## src/rtl/or_event_counter.sv

```systemverilog
// Synchronises and debounces the OR-reduced input, pulsing and counting each accepted rising edge.
// Optional build macro OR_EVENT_CNT_SATURATE_EN: count saturates at max instead of wrapping.
//
// state      | meaning
// LOW        | debounced level low, waiting for s=1
// CONFIRM_HI | s went high, timing DEBOUNCE stable cycles before accepting
// HIGH       | debounced level high, waiting for s=0
// CONFIRM_LO | s went low, timing DEBOUNCE stable cycles before releasing
module or_event_counter #(
   parameter int DEBOUNCE = 4,
   parameter int CNT_W    = 4,
   parameter int TMR_W    = 8
) (
   input  logic             clk,
   input  logic             rst,
   input  logic             or_in,
   input  logic             clr,
   output logic             event_pulse,
   output logic             level,
   output logic [CNT_W-1:0] count,
   output logic             overflow
);

   typedef enum logic [1:0] {
      LOW        = 2'd0,
      CONFIRM_HI = 2'd1,
      HIGH       = 2'd2,
      CONFIRM_LO = 2'd3
   } state_t;

   localparam logic [TMR_W-1:0] TMR_TC  = TMR_W'(DEBOUNCE - 1);
   localparam logic [CNT_W-1:0] CNT_MAX = '1;

   logic             s1;
   logic             s;
   state_t           state;
   state_t           state_nxt;
   logic [TMR_W-1:0] timer;
   logic [TMR_W-1:0] timer_nxt;
   logic             accept;

   always_ff @(posedge clk or posedge rst) begin
      if (rst) begin
         s1 <= 1'b0;
         s  <= 1'b0;
      end else begin
         s1 <= or_in;
         s  <= s1;
      end
   end

   always_ff @(posedge clk or posedge rst) begin
      if (rst) begin
         state <= LOW;
         timer <= '0;
      end else begin
         state <= state_nxt;
         timer <= timer_nxt;
      end
   end

   always_comb begin
      state_nxt = state;
      timer_nxt = timer;
      accept    = 1'b0;
      case (state)
         LOW: begin
            if (s) begin
               state_nxt = CONFIRM_HI;
               timer_nxt = '0;
            end
         end
         CONFIRM_HI: begin
            if (!s) begin
               state_nxt = LOW;
            end else if (timer == TMR_TC) begin
               state_nxt = HIGH;
               accept    = 1'b1;
            end else begin
               timer_nxt = timer + 1'b1;
            end
         end
         HIGH: begin
            if (!s) begin
               state_nxt = CONFIRM_LO;
               timer_nxt = '0;
            end
         end
         CONFIRM_LO: begin
            if (s) begin
               state_nxt = HIGH;
            end else if (timer == TMR_TC) begin
               state_nxt = LOW;
            end else begin
               timer_nxt = timer + 1'b1;
            end
         end
         default: begin
            state_nxt = LOW;
            timer_nxt = '0;
         end
      endcase
   end

   // Outputs registered from next-state so they line up with the state they describe.
   always_ff @(posedge clk or posedge rst) begin
      if (rst) begin
         event_pulse <= 1'b0;
         level       <= 1'b0;
      end else begin
         event_pulse <= accept;
         level       <= (state_nxt == HIGH) || (state_nxt == CONFIRM_LO);
      end
   end

   // clr takes priority over a coincident event; the pulse is unaffected.
   always_ff @(posedge clk or posedge rst) begin
      if (rst) begin
         count    <= '0;
         overflow <= 1'b0;
      end else if (clr) begin
         count    <= '0;
         overflow <= 1'b0;
      end else if (accept) begin
         if (count == CNT_MAX) begin
            overflow <= 1'b1;
`ifdef OR_EVENT_CNT_SATURATE_EN
            count    <= CNT_MAX;
`else
            count    <= '0;
`endif
         end else begin
            count <= count + 1'b1;
         end
      end
   end

endmodule

```

## config.mk

```make
export PLATFORM = sky130hd
export DESIGN_NAME = or_event_counter
export DESIGN_NICKNAME = d
export VERILOG_FILES = /design/src/rtl/or_event_counter.sv
export SDC_FILE = /design/constraint.sdc
export NUM_CORES = 1
export LEC_CHECK = 0
export ABC_AREA = 1
export CORE_AREA = 8 8 64 66
export CTS_CLUSTER_DIAMETER = 150
export DETAILED_ROUTE_END_ITERATION = 12
export DIE_AREA = 0 0 72 74
export GPL_TIMING_DRIVEN = 1
export PLACE_DENSITY_LB_ADDON = 0.3
export SKIP_LAST_GASP = 1
export SLEW_MARGIN = 20
export SYNTH_ARGS = -nofsm -noshare
export SYNTH_HDL_FRONTEND = slang
export SYNTH_SLANG_ARGS = --single-unit
```

## constraint.sdc

```tcl
create_clock -name clk -period 1.3 [get_ports clk]
set_input_delay 0.26 -clock clk [delete_from_list [all_inputs] [get_ports clk]]
set_output_delay 0.26 -clock clk [all_outputs]
set_load 0.05 [all_outputs]
```

### After elaboration in Yosys (flattened, before gate mapping)

Index checks and enable logic that the tools add are counted.

* bits in registers: 19
* input bits: 4
* output and inout bits: 7
* word-level logic and storage cells: 49

* add/sub/neg operators: 2
* eq/ne operators: 11
* multiplexer cells: 22
* reduce and logical (&&, ||, !) cells: 6

Operators by type and width (count)
* 8-bit 2-to-1 mux: 5
* 8-bit case mux with 4 select lines: 1
* 2-bit 2-to-1 mux: 6
* 4-bit 2-to-1 mux: 3
* 8-bit by 1-bit adder with 8-bit output (second input constant): 1
* 2-bit == test (second input constant): 4
* 8-bit by 2-bit == test with 1-bit output (second input constant): 1
* 2-bit inequality test (second input constant): 4
* 2-bit case mux with 4 select lines: 1
* 1-bit 2-to-1 mux: 6
* 4-bit by 1-bit adder with 4-bit output (second input constant): 1
* 4-bit == test (second input constant): 1
* 4-bit AND reduction: 1
* 2-bit nonzero test: 2
* 2-bit by 1-bit == test with 1-bit output (second input constant): 1
* 2-bit zero test: 1
* 2-bit AND reduction: 1
* 1-bit logical OR: 1

### Depth between registers and ports, before layout

Gate-level depths: netlist of run 1.

* depth in word-level cells: 6
* gate-level depth with buffers: 9

### Worst setup path after synthesis of run 1

Ideal clock, no wire load.

* kind: reg2reg
* from: register count[0]
* to: register count[0]
* library setup time: 0.067 ns
* arrival: 1.462 ns
* required time: 1.233 ns
* path slack: -0.228 ns
* stages on the path, launching flop included: 7
* clock period less this slack: 1.528 ns
* path through: dfrtp_1 -> ha_1 -> nand2_1 -> nor2_1 -> or2_2 -> nand3b_1 -> nand2_1

* cells in the longest elaborated chain, start to end: 4
* elaborated cells between the ends (all ways): 5

RTL lines
* start: declaration: RTL line 20 `output logic [CNT_W-1:0] count,`
* start signal: assignment: RTL line 133 `count <= count + 1'b1;`
* 4-bit by 1-bit adder with 4-bit output / 4-bit == test (equally long branches): RTL line 133, 125
* 4-bit 2-to-1 mux (*): RTL line 125 `if (count == CNT_MAX) begin`
* 4-bit 2-to-1 mux (*): RTL line 124 `end else if (accept) begin`
* 4-bit 2-to-1 mux (*): RTL line 121 `end else if (clr) begin`

Every way passes the cells marked *; elsewhere a longest branch is shown, timed or not. The select of a mux whose other input is x is not followed.
A chain may end at the register's enable or synchronous reset.

### Worst setup path after layout of run 1

* from: register count[0]
* to: output port count[0]

No word-level cell between the ends.

==> results of run 1 <==
## per-layer routing
metal / part of all wire / track usage / up-vias
li1: - / - / 487
met2: 0.48 / 0.143 / 15
met5: 0 / 0 / -
met3: 0.024 / 0.00943 / 5
met1: 0.47 / 0.109 / 442
met4: 0.024 / 0.0544 / 0
## where the power goes
group / internal [W] / switching (W)
clock: 0.000171 / 0.000188
combinational: 0.000381 / 0.000430
sequential: 0.000628 / 0.0000678
total: 0.00118 / 0.000686
## worst max-delay path: stages, from the launching register on
cell	delay, ns
dfrtp_2	0.45
buf_6	0.14
buf_12	0.14
## state kept, by name, summed over array words and instances (netlist names)
signal	cells
timer	8
level	1
event_pulse	1
count	4
s	1
state	1
s1	1
overflow	1
## final timing paths
| check | cells after the start | endpoint | from | slack [ns] |
|---|---|---|---|---|
| hold / removal | 3 | timer[4] | rst | 0.26 |
| hold reg to reg | 0 | s | s1 | 0.36 |
| min in group clk | 0 | s | s1 | 0.36 |
| setup / recovery | 2 | count[0] | count[0] | 0.03 |
| setup reg to reg | 6 | count[0] | count[1] | 0.04 |
| max in group asynchronous | 3 | level | rst | 0.81 |
## area by class of cell
| cell class | instances | area, sq um |
|---|---|---|
| fillers | 310 | 1680 |
| multi-input cells | 96 | 537 |
| clock buffers | 4 | 36.3 |
| repair buffers | 30 | 344 |
| well taps | 46 | 57.6 |
| flip-flops and latches | 18 | 454 |
| inverters | 19 | 71.3 |
## cell usage in the layout, fill, tap and decap left out
master | Yosys | routed
nand2_1 | 44 | 42
buf_4 | 1 | 16
inv_1 | 17 | 15
nand3_1 | 17 | 15
dfrtp_1 | 18 | 15
buf_12 | 0 | 8
nor2_1 | 12 | 7
nor2_2 | 2 | 5
inv_2 | 2 | 4
o21ai_1 | 4 | 4
nand2_2 | 2 | 3
nor2_4 | 1 | 3
o21ai_2 | 3 | 3
clkbuf_4 | 0 | 3
dfrtp_2 | 0 | 3
clkdlybuf4s50_1 | 0 | 3
buf_6 | 1 | 3
nand2_4 | 1 | 2
xor2_1 | 2 | 2
nand3_2 | 0 | 2
a21oi_1 | 2 | 2
ha_4 | 0 | 2
o21ai_0 | 1 | 1
nand4_1 | 1 | 1
or2_4 | 0 | 1
nand3b_1 | 1 | 1
clkbuf_8 | 0 | 1
## cells by family after synthesis
group / count (synthesis) / synth area share
AND/OR/NAND/NOR: 82 / 0.355
buffers and inverters: 22 / 0.103
flip-flops: 18 / 0.441
AO/OA/AOI/OAI: 10 / 0.0600
XOR/XNOR: 2 / 0.0171
adder cells (fa/ha/maj): 2 / 0.0245
## timing repair
item,in CTS,in global routing
endpoints found under the setup margin,6,15
pin swaps,0,10
setup buffers,0,4
gates resized for setup,4,12
gates cloned,0,0
## through the flow
step           instances  cell area, sq um  TNS, ns
2_1_floorplan        136              1050  -0.0216
5_1_grt              213              1500   -0.181
3_5_place_dp         206              1380        0
4_1_cts              209              1430        0
3_3_place_gp         206              1380        0
6_report             213              1500        0
==> out/summary.txt, run 1 <==
status = complete, no violations
Slew headroom = 0.835
Synth Register Bits = 18
core area = 3180 sq um
Inserted Clock Buffers = 3
Die ar. = 5330 sq um
vias = 949
Top Ports = 11
Slew Limit Fails = 0
DP Wirelength = 1680 microns
initial antenna violation count = 0
syn avg cell area = 7.52 sq um
Clock Path Buffers = 2
Antenna Cells = 0
min cycle time layout = 1.27 ns
Hold Fails Final Rpt = 0
Achievable Freq = 0.784 GHz
H-tree Lvls = 1
startpoint types = flip-flop
DRC errors left = 0
Synth top area share = 0.441
GRT Total Usage = 0.0876
first-pass GRT wire length = 3700 microns
top cells by count, synth = nand2_1, dfrtp_1, inv_1, nand3_1, nor2_1
Synth Cell Area = 1020 sq um
final net count = 174
final worst setup slack = 0.0251 ns
Max FO, Critical Path = 3
clock slew at reported path FFs = 0.12 ns
Root Buffer = clkbuf_4
Place WS = 0.00532 ns
register area share after synthesis = 0.441
Synth cell types = 22
Fin Hold WS = 0.265 ns
hold crit path type = in -> async
Sink Count = 18
routed vias/inst = 4.46
critical path class = reg -> out
EDFF count, synth = 0
gpl congestion = 0.808
Arrival @ worst endpoint = 1.01 ns
most frequent cell after synthesis = nand2_1
Pwr Total = 0.00187 W
hold buffers post-CTS = 0
die width = 72 microns
GR Overflow Total = 0
fraction of registers with async set/reset = 1.00
cell area power density = 1240 nW/um^2
Clock Latency Late Sink = 0.30 ns
Syn Inst Count = 136
routed wire length per instance = 10.1 microns
Clock Skew = 0.0115 ns
1st-iter DRT viols = 30
Synth Flop Type = dfrtp_1
fin util = 0.472
period utilization = 0.981
Synth-to-Final Area Change = 46.8%
Net Count, Synth = 142
vias in the first global route = 871
Final ANT Viol Nets = 0
LEAKAGE = 0.729 nW
yosys warns = 0
synth top area cells = dfrtp_1, nand2_1, nand3_1
CP Capture Type = output pin
Initial DRT Pass Iterations = 4
die height = 74 microns
leading area contributor after synthesis = dfrtp_1
largest net degree at the start of global routing = 19
Starting Density = 0.322
CTS tree = done
Required @ worst endpoint = 1.04 ns
endpoints failing setup = 0
layout cells sized above 1 = 0.353
max_cap viols = 0
buffers added on ports = 10
Rows = 21
VDD IR max = 0.000596 V
final WL = 2150 microns
worst slew pin tran = 0.247 ns
RSZ-0062 raised after global routing = true
(Power assumes the default switching activity.)
==> run 2, diff against run 1 <==
CTS_CLUSTER_DIAMETER = 120   (was 150)
clock period = 1.4 ns   (was 1.3 ns; I/O delays follow)
==> out/summary.txt, run 2 (synthesized netlist as in run 1, its figures left out) <==
Crit. Startpoint = timer[1]
P_sw = 0.000613 W
most common cell after layout, fill and taps aside = nand2_1
biggest registers after layout = timer x8, count x4
endpoints failing setup = 0
gpl congestion = 0.799
Root Buffer = clkbuf_4
1st-iter DRT viols = 31
placed insts = 198
layout cells sized above 1 = 0.298
Starting Density = 0.322
final WL = 2160 microns
Inserted Clock Buffers = 3
Arrival @ worst endpoint = 1.56 ns
Hold Fails Final Rpt = 0
DP Wirelength = 1540 microns
status = complete, no violations
Antenna Cells = 0
Achievable Freq = 0.758 GHz
Initial DRT Pass Iterations = 4
vias in the first global route = 823
buffers added on ports = 10
Top Ports = 11
period utilization = 0.943
Clock Skew = 0.00342 ns
Synth-to-Final Area Change = 37.3%
hold crit path type = in -> async
worst slew pin tran = 0.264 ns
clock slew at reported path FFs = 0.10 ns
H-tree Lvls = 1
Largest Register = timer
Max FO, Critical Path = 8
Seq pwr share = 0.385
commonest non-fill, non-tap cells in the layout = nand2_1, inv_1, nand3_1, dfrtp_1, buf_4
max reg flops = 8
Rows = 21
routed vias/inst = 4.38
Comb power frac = 0.418
Critical R2R Launch = timer[1]
Slew Limit Fails = 0
sw frac = 0.374
max_cap viols = 0
Required @ worst endpoint = 1.64 ns
first-pass GRT wire length = 3510 microns
Sink Count = 18
Final ANT Viol Nets = 0
critical path class = reg -> reg
Int Pwr = 0.00103 W
core area = 3180 sq um
GRT Total Usage = 0.0832
initial antenna violation count = 0
Clk pwr share = 0.197
min cycle time layout = 1.32 ns
RSZ-0062 raised after global routing = true
Slew headroom = 0.824
vias = 907
die height = 74 microns
largest net degree at the start of global routing = 19
CTS tree = done
LEAKAGE = 0.694 nW
VDD IR max = 0.000465 V
DRC errors left = 0
startpoint types = flip-flop
Clock Latency Late Sink = 0.29 ns
Die ar. = 5330 sq um
cell area power density = 1170 nW/um^2
die width = 72 microns
routed wire length per instance = 10.4 microns
CP Capture Type = flip-flop
Clock Path Buffers = 2
Fin Setup TNS = 0 ns
final non-filler cell total = 207
GR Overflow Total = 0
final net count = 168
==> run 2: cell types whose count changed in the layout (fill, tap and decap cells not counted), moves of 2 or more <==
cell    delta
buf_6      -2
ha_4       -2
buf_4      -3
ha_2       +2
nor2_1     +2
==> run 2: power groups by stage <==
stage	logic, W	registers, W	clock network [W]
2_1_floorplan	0.000369	0.000688	0
3_3_place_gp	0.000560	0.000638	0
3_5_place_dp	0.000567	0.000641	0
4_1_cts	0.000597	0.000628	0.000344
5_1_grt	0.000756	0.000639	0.000367
6_report	0.000686	0.000632	0.000323
==> run 2: repair_timing <==
action,CTS,global route
pin swaps,0,7
hold buffers,0,0
resized for setup,1,12
setup endpoints to repair,6,6
setup buffers,1,4
==> run 2: final timing paths <==
| path | depth (start not counted) | to | slack (ns) |
|---|---|---|---|
| worst max-delay path | 8 | timer[4] | 0.08 |
| worst min-delay path | 3 | timer[2] | 0.29 |
| worst max register to register | 8 | timer[4] | 0.08 |
| worst min register to register | 0 | s | 0.36 |
| max in group asynchronous | 3 | count[0] | 0.89 |
| min in group clk | 0 | s | 0.36 |
==> run 2: area by class of cell <==
class	count	area [sq um]
Inverter	19	71.3
Timing Repair Buffer	24	279
Fill cell	318	1780
Multi-Input combinational cell	96	505
Sequential cell	18	454
Clock buffer	4	36.3
Tap cell	46	57.6
==> run 2: stage by stage <==
stage / power, W / util / instance area (sq um) / hold slack (ns) / worst slack [ns]
finish: 0.00164 / 0.442 / 1400 / 0.294 / 0.0800
global placement: 0.00120 / 0.405 / 1290 / 0.333 / 0.0385
CTS: 0.00157 / 0.420 / 1340 / 0.290 / 0.0276
floorplan: 0.00106 / - / 1030 / 0.218 / 0.0107
global route: 0.00176 / 0.442 / 1400 / 0.323 / -0.0151
detailed placement: 0.00121 / 0.405 / 1290 / 0.336 / 0.00513
==> run 2: critical path: stages, from the launching register on <==
cell	delay, ns
dfrtp_1	0.38
ha_2	0.23
nand2_2	0.08
nor2_4	0.11
nand2_4	0.09
nand2_8	0.11
buf_6	0.14
nand2_1	0.06
nand2_1	0.07
==> run 2: metal layers <==
metal,wire (microns),up-vias,GRT usage,share of wire
met5,0,-,0,0
met4,44,0,0.0544,0.020
met3,59,4,0.0121,0.027
met2,1090,13,0.140,0.50
met1,969,416,0.0974,0.45
li1,-,474,-,-
==> run 3, diff against run 2 <==
CAP_MARGIN = 15   (was unset)
SKIP_CTS_REPAIR_TIMING = 1   (was unset)
==> out/summary.txt, run 3 (synthesized netlist as in run 1, its figures left out) <==
startpoint types = flip-flop
Fin Setup TNS = 0 ns
buffers added on ports = 10
Initial DRT Pass Iterations = 4
GRT Total Usage = 0.0832
commonest non-fill, non-tap cells in the layout = nand2_1, inv_1, nand3_1, dfrtp_1, buf_4
vias = 909
core area = 3180 sq um
Die ar. = 5330 sq um
CP most frequent cell = nand2_1
H-tree Lvls = 1
CP Cell Sequence = ha_4, nand2_2, nor2_4, nand2_4, nand2_8, buf_6, nand2_1, nand2_1
Slew headroom = 0.840
Place WS = 0.00513 ns
1st-iter DRT viols = 36
Max FO, Critical Path = 8
first-pass GRT wire length = 3510 microns
final worst setup slack = 0.0903 ns
max_cap viols = 0
hold crit path type = in -> async
Crit-path slowest cell = dfrtp_1
Top Ports = 11
largest net degree at the start of global routing = 19
Synth-to-Final Area Change = 37.9%
Root Buffer = clkbuf_4
Antenna Cells = 0
Rows = 21
final net count = 167
biggest registers after layout = timer x8, count x4
status = complete, no violations
Clock Latency Late Sink = 0.30 ns
Pwr Total = 0.00170 W
DRC errors left = 0
layout cells sized above 1 = 0.294
RSZ-0062 raised after global routing = true
initial antenna violation count = 0
register area = 455 sq um
Fin Hold WS = 0.293 ns
final WL = 2220 microns
gpl congestion = 0.799
routed wire length per instance = 10.8 microns
max reg flops = 8
die width = 72 microns
most common cell after layout, fill and taps aside = nand2_1
Fillers = 313
Slew Limit Fails = 0
cell area power density = 1200 nW/um^2
VDD IR max = 0.000502 V
critical path class = reg -> reg
Clock Path Buffers = 2
LEAKAGE = 0.689 nW
Clock Skew = 0.00522 ns
CTS tree = done
Sink Count = 18
die height = 74 microns
Starting Density = 0.322
endpoints failing setup = 0
Achievable Freq = 0.764 GHz
DP Wirelength = 1540 microns
Arrival @ worst endpoint = 1.55 ns
Inserted Clock Buffers = 3
Hold Fails Final Rpt = 0
min cycle time layout = 1.31 ns
period utilization = 0.936
Final ANT Viol Nets = 0
combined area of the multi-input logic cells = 518 sq um
vias in the first global route = 821
GR Overflow Total = 0
CP max stage delay = 0.41 ns
Required @ worst endpoint = 1.64 ns
worst slew pin tran = 0.240 ns
routed vias/inst = 4.41
CP Capture Type = flip-flop
clock slew at reported path FFs = 0.11 ns
Largest Register = timer
==> run 3: critical path: cells and delay by family, from the launching register on <==
| kind | cells | cell delay (ns) |
|---|---|---|
| DFF | 1 | 0.41 |
| buffers and inverters | 1 | 0.14 |
| and+or+nand+nor | 6 | 0.54 |
| adders and majority gates | 1 | 0.17 |
==> run 3: metal layers <==
metal / global-route usage / share of wire / up-vias
li1: - / - / 468
met1: 0.0974 / 0.42 / 418
met2: 0.140 / 0.51 / 19
met3: 0.0121 / 0.041 / 4
met4: 0.0544 / 0.020 / 0
met5: 0 / 0 / -
==> run 3: layout make-up <==
type                            count  share of cell area
Tap cell                           46              0.0408
Clock buffer                        4              0.0257
Multi-Input combinational cell     96               0.367
Sequential cell                    18               0.323
Timing Repair Buffer               23               0.193
Inverter                           19              0.0506
==> run 3: path summary, 6_finish.rpt <==
path	start	endpoint	slack, ns	cells after the start
setup / recovery	timer[0]	timer[4]	0.09	8
hold / removal	rst	timer[2]	0.29	3
setup reg to reg	timer[0]	timer[4]	0.09	8
hold reg to reg	s1	s	0.36	0
max in group asynchronous	rst	count[0]	0.89	3
min in group clk	s1	s	0.36	0
==> run 3: where the power goes <==
part / total (W) / leakage, nW / internal [W] / switching, W
registers: 0.000645 / 0.235 / 0.000583 / 0.0000621
clock network: 0.000324 / 0.0210 / 0.000159 / 0.000166
logic: 0.000727 / 0.433 / 0.000317 / 0.000410
==> run 3: stage by stage <==
| step | area, sq um | utilization | instances |
|---|---|---|---|
| floorplan | 1030 | - | 136 |
| global placement | 1290 | 0.405 | 198 |
| detailed placement | 1290 | 0.405 | 198 |
| CTS | 1330 | 0.417 | 202 |
| global route | 1410 | 0.444 | 206 |
| finish | 1410 | 0.444 | 206 |
